[config.mk]
export PLATFORM = sky130hd
export DESIGN_NAME = demux8_buf_flat
export DESIGN_NICKNAME = d
export VERILOG_FILES = /design/src/rtl/demux8_buf_if.sv /design/src/rtl/demux8_buf.sv /design/src/flat_wrapper.sv
export SDC_FILE = /design/constraint.sdc
export NUM_CORES = 1
export LEC_CHECK = 0
export ABC_AREA = 1
export ABC_CLOCK_PERIOD_IN_PS = 1850
export CAP_MARGIN = 20
export CORE_UTILIZATION = 50
export DETAILED_ROUTE_END_ITERATION = 7
export PLACE_DENSITY = 0.86
export SYNTH_ARGS = -nofsm -noshare
export SYNTH_HDL_FRONTEND = slang
export SYNTH_SLANG_ARGS = --single-unit
[constraint.sdc]
create_clock -name clk -period 1.85 [get_ports clk]
set_clock_uncertainty 0.1 [all_clocks]
set_input_delay 0.2775 -clock clk [delete_from_list [all_inputs] [get_ports clk]]
set_output_delay 0.2775 -clock clk [all_outputs]
set_load 0.03 [all_outputs]
[src/rtl/demux8_buf_if.sv]
// Bundle of the producer handshake and the two consumer handshakes of demux8_buf.
// The slave modport is the demux's view; master is the producer/consumer side.
interface demux8_buf_if #(
    parameter int WIDTH = 8,
    parameter int AW    = 2
);
    logic             in_valid;
    logic             in_ready;
    logic [WIDTH-1:0] in_data;
    logic             in_s;

    logic             a_valid;
    logic             a_ready;
    logic [WIDTH-1:0] a_data;
    logic [AW:0]      a_count;

    logic             b_valid;
    logic             b_ready;
    logic [WIDTH-1:0] b_data;
    logic [AW:0]      b_count;

    modport master (
        output in_valid, in_data, in_s, a_ready, b_ready,
        input  in_ready, a_valid, a_data, a_count, b_valid, b_data, b_count
    );

    modport slave (
        input  in_valid, in_data, in_s, a_ready, b_ready,
        output in_ready, a_valid, a_data, a_count, b_valid, b_data, b_count
    );
endinterface

[src/rtl/demux8_buf.sv]
// Buffered 1-to-2 demultiplexer: each input beat is steered by in_s into FIFO A or FIFO B,
// and each FIFO drains independently so one stalled consumer never blocks the other.
module demux8_buf #(
    parameter int WIDTH = 8,
    parameter int DEPTH = 4,
    parameter int AW    = 2
) (
    input logic          clk,
    input logic          rst_n,
    demux8_buf_if.slave  bus
);

    localparam logic [AW:0] FULL_CNT = (AW+1)'(DEPTH);

    logic [WIDTH-1:0] memA_q [DEPTH];
    logic [WIDTH-1:0] memB_q [DEPTH];

    logic [AW-1:0] aWrPtr_q, aWrPtr_d, aRdPtr_q, aRdPtr_d;
    logic [AW-1:0] bWrPtr_q, bWrPtr_d, bRdPtr_q, bRdPtr_d;
    logic [AW:0]   aCount_q, aCount_d, bCount_q, bCount_d;

    logic inReady;
    logic aValid, bValid;
    logic aPush, bPush, aPop, bPop;

    // Readiness looks only at the selected channel's registered count, so a pop
    // from a full channel cannot make room for a push in the same cycle.
    always_comb begin
        aValid  = (aCount_q != '0);
        bValid  = (bCount_q != '0);
        inReady = bus.in_s ? (bCount_q != FULL_CNT) : (aCount_q != FULL_CNT);
        aPush   = bus.in_valid & inReady & ~bus.in_s;
        bPush   = bus.in_valid & inReady &  bus.in_s;
        aPop    = aValid & bus.a_ready;
        bPop    = bValid & bus.b_ready;
    end

    always_comb begin
        aWrPtr_d = aWrPtr_q;
        aRdPtr_d = aRdPtr_q;
        aCount_d = aCount_q;
        bWrPtr_d = bWrPtr_q;
        bRdPtr_d = bRdPtr_q;
        bCount_d = bCount_q;

        if (aPush) aWrPtr_d = aWrPtr_q + 1'b1;
        if (aPop)  aRdPtr_d = aRdPtr_q + 1'b1;
        if (bPush) bWrPtr_d = bWrPtr_q + 1'b1;
        if (bPop)  bRdPtr_d = bRdPtr_q + 1'b1;

        case ({aPush, aPop})
            2'b10:   aCount_d = aCount_q + 1'b1;
            2'b01:   aCount_d = aCount_q - 1'b1;
            default: aCount_d = aCount_q;
        endcase

        case ({bPush, bPop})
            2'b10:   bCount_d = bCount_q + 1'b1;
            2'b01:   bCount_d = bCount_q - 1'b1;
            default: bCount_d = bCount_q;
        endcase
    end

    always_ff @(posedge clk or negedge rst_n) begin
        if (!rst_n) begin
            aWrPtr_q <= '0;
            aRdPtr_q <= '0;
            aCount_q <= '0;
            bWrPtr_q <= '0;
            bRdPtr_q <= '0;
            bCount_q <= '0;
        end else begin
            aWrPtr_q <= aWrPtr_d;
            aRdPtr_q <= aRdPtr_d;
            aCount_q <= aCount_d;
            bWrPtr_q <= bWrPtr_d;
            bRdPtr_q <= bRdPtr_d;
            bCount_q <= bCount_d;
        end
    end

    // Storage is deliberately left out of reset; counts alone decide what is valid.
    always_ff @(posedge clk) begin
        if (aPush) memA_q[aWrPtr_q] <= bus.in_data;
        if (bPush) memB_q[bWrPtr_q] <= bus.in_data;
    end

    assign bus.in_ready = inReady;
    assign bus.a_valid  = aValid;
    assign bus.a_data   = memA_q[aRdPtr_q];
    assign bus.a_count  = aCount_q;
    assign bus.b_valid  = bValid;
    assign bus.b_data   = memB_q[bRdPtr_q];
    assign bus.b_count  = bCount_q;

endmodule
[src/flat_wrapper.sv]
// flat-port wrapper written by rule: the top's interface ports become plain ports
module demux8_buf_flat 
#(
    parameter int WIDTH = 8,
    parameter int DEPTH = 4,
    parameter int AW    = 2
)
  (clk, rst_n, bus_in_valid, bus_in_data, bus_in_s, bus_a_ready, bus_b_ready, bus_in_ready, bus_a_valid, bus_a_data, bus_a_count, bus_b_valid, bus_b_data, bus_b_count);
  demux8_buf_if #(.WIDTH(WIDTH), .AW(AW)) bus_i ();
  input logic clk;
  input logic rst_n;
  input wire logic [$bits(bus_i.in_valid)-1:0] bus_in_valid;
  input wire logic [$bits(bus_i.in_data)-1:0] bus_in_data;
  input wire logic [$bits(bus_i.in_s)-1:0] bus_in_s;
  input wire logic [$bits(bus_i.a_ready)-1:0] bus_a_ready;
  input wire logic [$bits(bus_i.b_ready)-1:0] bus_b_ready;
  output wire logic [$bits(bus_i.in_ready)-1:0] bus_in_ready;
  output wire logic [$bits(bus_i.a_valid)-1:0] bus_a_valid;
  output wire logic [$bits(bus_i.a_data)-1:0] bus_a_data;
  output wire logic [$bits(bus_i.a_count)-1:0] bus_a_count;
  output wire logic [$bits(bus_i.b_valid)-1:0] bus_b_valid;
  output wire logic [$bits(bus_i.b_data)-1:0] bus_b_data;
  output wire logic [$bits(bus_i.b_count)-1:0] bus_b_count;
  assign bus_i.in_valid = bus_in_valid;
  assign bus_i.in_data = bus_in_data;
  assign bus_i.in_s = bus_in_s;
  assign bus_i.a_ready = bus_a_ready;
  assign bus_i.b_ready = bus_b_ready;
  assign bus_in_ready = bus_i.in_ready;
  assign bus_a_valid = bus_i.a_valid;
  assign bus_a_data = bus_i.a_data;
  assign bus_a_count = bus_i.a_count;
  assign bus_b_valid = bus_i.b_valid;
  assign bus_b_data = bus_i.b_data;
  assign bus_b_count = bus_i.b_count;
  demux8_buf #(.WIDTH(WIDTH), .DEPTH(DEPTH), .AW(AW)) u_core (.clk(clk), .rst_n(rst_n), .bus(bus_i));
endmodule
======== After elaboration in Yosys (flattened, before gate mapping) ========
Memories as Yosys holds them, arrays and structs flattened.
Index checks and enable logic that the tools add are counted.
word-level totals
  memories ................................ 2
  output and inout port bits .............. 25
  bits of input ports ..................... 14
  flip-flop bits (word level) ............. 14
  RAM bits ................................ 64
  logic and storage cells ................. 39
cells by class
  bitwise gates (word level) .............. 6
  equal/unequal tests ..................... 6
  muxes and demuxes ....................... 7
  $add $sub $neg .......................... 8
  reduce and logical (&&, ||, !) cells .... 4
memories
  memory         depth  bits a word  read ports  clocked after Yosys merged registers in  write ports  line              source
  u_core.memA_q  4      8            1           0                                        1            demux8_buf.sv:15  logic [WIDTH-1:0] memA_q [DEPTH];
  u_core.memB_q  4      8            1           0                                        1            demux8_buf.sv:16  logic [WIDTH-1:0] memB_q [DEPTH];
operators by type and width
  kind                 count
  $pmux 3 s2           2
  $add 2x1->2 const B  4
  $add 3x1->3 const B  2
  $ne 3x3->1 const B   2
  $reduce_bool 3->1    2
  $sub 3x1->3 const B  2
  $and 1x1->1          5
  $mux 1               5
  $eq 2x1->1 const B   2
  $eq 2x2->1 const B   2
  $reduce_bool 2->1    2
  $not 1->1            1

======== Depth between registers and ports, before layout ========
  word-level depth ........................ 6
  gate-level depth with buffers ........... 10
  gate-level depth less buffers ........... 10

======== Worst setup path after synthesis ========
Ideal clock, no wire load.
  path kind ............................... reg-to-reg
  from .................................... register u_core.aCount_q[2] (netlist: u_core.bus.a_count[2])
  to ...................................... register u_core.aCount_q[2] (netlist: u_core.bus.a_count[2])
  stages on the path, launching flop included .. 11
  period minus slack after synthesis ...... 2.179 ns
  setup slack ............................. -0.329 ns
  data arrival time ....................... 1.948 ns
  data required time ...................... 1.619 ns
  path through ............................ dfrtp_1 inv_1 nor2_1 nand2_4 nand4_4 ha_1 inv_1 fa_1 a21oi_1 o21ai_0 xor2_1
on the way
  word-level cells in the longest chain between the ends .. 6
  elaborated cells on any way between the ends .. 12
  classes of those cells .................. add/sub (2); eq/ne (3); mux (2); bitwise (3); reduce/logical (2)
ends and longest elaborated chain
  what                                                    line              source
  start, declared                                         demux8_buf.sv:20  logic [AW:0] aCount_q, aCount_d, bCount_q, bCount_d;
  start signal, assigned                                  demux8_buf.sv:75  aCount_q <= aCount_d;
  $ne 3x3->1                                              demux8_buf.sv:31  inReady = bus.in_s ? (bCount_q != FULL_CNT) : (aCount_q != FULL_CNT);
  $mux 1                                                  demux8_buf.sv:31
  $and 1x1->1 (2 in a row)                                demux8_buf.sv:32  aPush = bus.in_valid & inReady & ~bus.in_s;
  $eq 2x1->1 / $eq 2x2->1 (equally long branches)         demux8_buf.sv:51  case ({aPush, aPop})
  $pmux 3 s2 / $reduce_bool 2->1 (equally long branches)  n/a
Parallel ways exist; a longest one is shown, timed or not.
A chain may end at the register's enable or synchronous reset.

======== Worst setup path after layout ========
  from .................................... register u_core.bRdPtr_q[0]
  to ...................................... output port bus_b_data[2]
on the way
  word-level cells in the longest chain between the ends .. 1
ends and longest elaborated chain
  what                    line                source
  start, declared         demux8_buf.sv:19    logic [AW-1:0] bWrPtr_q, bWrPtr_d, bRdPtr_q, bRdPtr_d;
  start signal, assigned  demux8_buf.sv:77    bRdPtr_q <= bRdPtr_d;
  $mem_v2 4x8             n/a
  end, declared           flat_wrapper.sv:22  output wire logic [$bits(bus_i.b_data)-1:0] bus_b_data;
No other way between the ends.

==> impl_metrics.tcl <==
set metrics [dict create \
    crit_path_leading_delay_family "buffers and inverters" \
    clk_path_buf_depth 2 \
    netlist-cell-type-count 21 \
    gp_congestion 0.752 \
    reg2reg_slack_ns -0.03 \
    final_area_sq_um 4680 \
    syn_nets 288 \
    synth_seq_area_share 0.687 \
    first_pass_iters 4 \
    io_port_bufs 38 \
    cts_root_buffer "clkbuf_8" \
    syn-instance-count 262 \
    path_max_fanout 6 \
    start_kind "flip-flop" \
    pre_cts_slack_ns -0.387 \
    power.density_nw_per_um2 1770 \
    rows 29 \
    initial_utilization 0.521 \
    cp_slowest_stage_delay_ns 0.40 \
    drive_above_1_share 0.423 \
    post_synth_instance_area_sq_um 3310 \
    grt_start_max_net_pins 20 \
    failed_checks "negative setup slack" \
    cap_viol_max_count 0 \
    grt_remaining_overflow 0 \
    met3WireLength_um 478 \
    number_of_design_rule_violations_left_after_detail_routing 0 \
    finalHoldViolations 0 \
    number_of_clock_sinks 78 \
    layout.core_utilization 0.737 \
    routedWlPerCell_um 16.8 \
    outcome "finished with violations" \
    top_layer_used "met4" \
    worstReg2RegStart "u_core.bus.a_count[1]$_DFFE_PN0P_" \
    cts_tree "yes" \
    insertedDiodeCount 0 \
    worst_setup_path_end_kind "primary output" \
    leak_pwr_uw 0.00183 \
    first_iter_violations 177 \
    worst_flop_to_flop_path_endpoint "u_core.bus.b_count[2]$_DFFE_PN0P_" \
    track_usage 0.188 \
    first_global_vias 2092 \
    wirelength_mm 7.25 \
    placedInstanceArea_sq_um 3950 \
    cts.hold.buffers_added 0 \
    die_area_sq_um 6940 \
    reg2regPathDepth 9 \
    layout.nets 377 \
    core_area_sq_um 6350 \
    design.portCount 39 \
    dieHeight_um 83.3 \
    worst-slew-pin-transition_ns 0.322 \
    fin_crit_sh 1.02 \
    flow.area_growth_from_synthesis_pct 41.5 \
    vias 2294 \
    yosysTopAreaCell "edfxtp_1" \
    clk_latency_ns 0.34 \
    cts_inserted_buffers 9 \
    unrepaired_setup_endpoints_after_global_routing "yes" \
    post-route-worst-setup-slack_ns -0.0379 \
    cp.required_ns 1.47 \
    dp_hpwl_mm 3.83 \
    syn_area_per_cell_sq_um 12.6 \
    postSynthRegisterBits 78 \
    worstSetupPathType "flip-flop to primary output" \
    report.power.total_uw 8280 \
    finalCriticalPeriod_ns 1.89 \
    worst-path-buf-inv 3 \
    antenna_violations_before_repair 0 \
    setup-tns-final_ns -0.190 \
    timing.max_slew.rel_slack 0.785 \
    h-tree-depth 3 \
    hold_crit_class "input pin to async pin" \
    worst_ep_arrival_time_ns 1.51 \
    setup-violations-final 7 \
    vias_per_cell 5.31 \
    critical-path-slowest-cell "dfrtp_2" \
    grt_pass1_wl_mm 9.69 \
    synth_top_area_share 0.581 \
    cp_cell_sequence "clkinvlp_4, clkbuf_16, o21ai_2, o22ai_2, buf_6" \
    final_max_slew_viol_count 0 \
    wl_met1_mm 2.71 \
    power.ir.vdd_worst_v 0.00116 \
    postRouteAntennaNets 0 \
    synth_area_leaders "edfxtp_1, dfrtp_1, o21ai_0" \
    met2_length_mm 3.89 \
    achievable-frequency_mhz 530 \
    yosysWarningCount 0 \
    register_clock_pin_slew_on_the_reported_worst_setup_and_hold_paths_ns 0.08 \
    die_w_um 83.3 \
]
## what timing repair did
item | in CTS | in global routing
pin swaps | 3 | 17
endpoints found under the setup margin | 23 | 21
cloned | 0 | 5
gates resized for setup | 15 | 88
setup buffers | 3 | 13
## worst register-to-register path, cell delays in order, from the launching register on
cell     delay (ns)
dfrtp_2        0.43
nor2_4         0.17
nand2_4        0.09
nand4_4        0.10
ha_4           0.13
inv_2          0.04
fa_2           0.34
a21oi_2        0.13
o21ai_1        0.08
xor2_1         0.14
## where the power goes
part / internal (uW) / switching (uW) / total [uW]
clock: 888 / 596 / 1480
combinational: 1920 / 2410 / 4330
sequential: 2230 / 239 / 2470
total: 5040 / 3240 / 8280
## cell usage after synthesis
master    instances
nor2_2            1
o21ai_0          36
a21oi_1           2
nor2_4            2
a21boi_2          2
nand2_1          19
inv_1            27
nand3_1           6
clkinv_1          1
ha_1             10
o22ai_1          16
nor2_1           41
edfxtp_1         64
nand2_4           3
dfrtp_1          14
xor2_1            4
buf_2             6
nand4_4           2
clkbuf_1          2
fa_1              2
xnor2_1           2
## cell type report
class / instances / area [sq um]
Sequential cell: 78 / 2280
Fill cell: 399 / 1670
Timing Repair Buffer: 86 / 837
Tap cell: 77 / 96.3
Inverter: 28 / 114
Clock inverter: 6 / 111
Multi-Input combinational cell: 148 / 1110
Clock buffer: 9 / 124
## metal layers
| layer | track usage | vias up |
|---|---|---|
| met1 | 0.214 | 1099 |
| met4 | 0.0925 | 0 |
| met2 | 0.318 | 93 |
| met3 | 0.0626 | 12 |
| li1 | - | 1090 |
| met5 | 0 | - |
## worst max path at each step
stage / startpoint / end / slack (ns) / cells past startpoint
4_1_cts: u_core.bus.b_count[0]$_DFFE_PN0P_ / u_core.bus.a_count[2]$_DFFE_PN0P_ / -0.01 / 9
5_1_grt: u_core.bus.a_count[1]$_DFFE_PN0P_ / u_core.bus.b_count[2]$_DFFE_PN0P_ / -0.13 / 9
3_3_place_gp: bus_in_s / u_core.bus.a_count[2]$_DFFE_PN0P_ / -0.31 / 10
2_1_floorplan: u_core.bus.a_count[1]$_DFFE_PN0P_ / u_core.bus.a_count[2]$_DFFE_PN0P_ / -0.07 / 9
3_5_place_dp: bus_in_s / u_core.bus.a_count[2]$_DFFE_PN0P_ / -0.39 / 10
6_report: u_core.bRdPtr_q[0]$_DFFE_PN0P_ / bus_b_data[2] / -0.04 / 5
## sequential cells by signal, summed over array words and instances, names as in the netlist
register / count
u_core.memA_q: 32
u_core.aWrPtr_q: 2
u_core.bus.b_count: 3
u_core.bWrPtr_q: 2
u_core.memB_q: 32
u_core.aRdPtr_q: 2
u_core.bRdPtr_q: 2
u_core.bus.a_count: 3
## placed cells by master, fill, tap and decap left out, drive strengths merged
cell type	instances
clkdlybuf4s50	15
dlygate4sd2	5
o21ai	36
dfrtp	14
clkinvlp	1
clkinv	3
bufinv	3
ha	10
buf	61
nand2	22
dlymetal6s2s	1
xor2	4
inv	27
a21boi	2
xnor2	2
fa	2
nand4	2
o22ai	16
nand3	6
clkbuf	13
nor2	44
edfxtp	64
a21oi	2
## logic make-up (layout without fill, tap and decap cells)
group / count (synthesis) / count (layout) / synth area share
fa+ha+maj: 12 / 12 / 0.0500
compound gates: 56 / 56 / 0.0946
buf+inv: 36 / 129 / 0.0432
flops: 78 / 78 / 0.687
xor+xnor: 6 / 6 / 0.0159
simple gates: 74 / 74 / 0.109
## per-stage QoR
step / std cells / hold slack (ns)
CTS: 414 / 0.144
global route: 432 / 0.154
floorplan: 262 / -0.118
detailed placement: 396 / 0.429
finish: 432 / 0.148
global placement: 396 / 0.421
No activity file was read; power rests on OpenSTA's default activity.
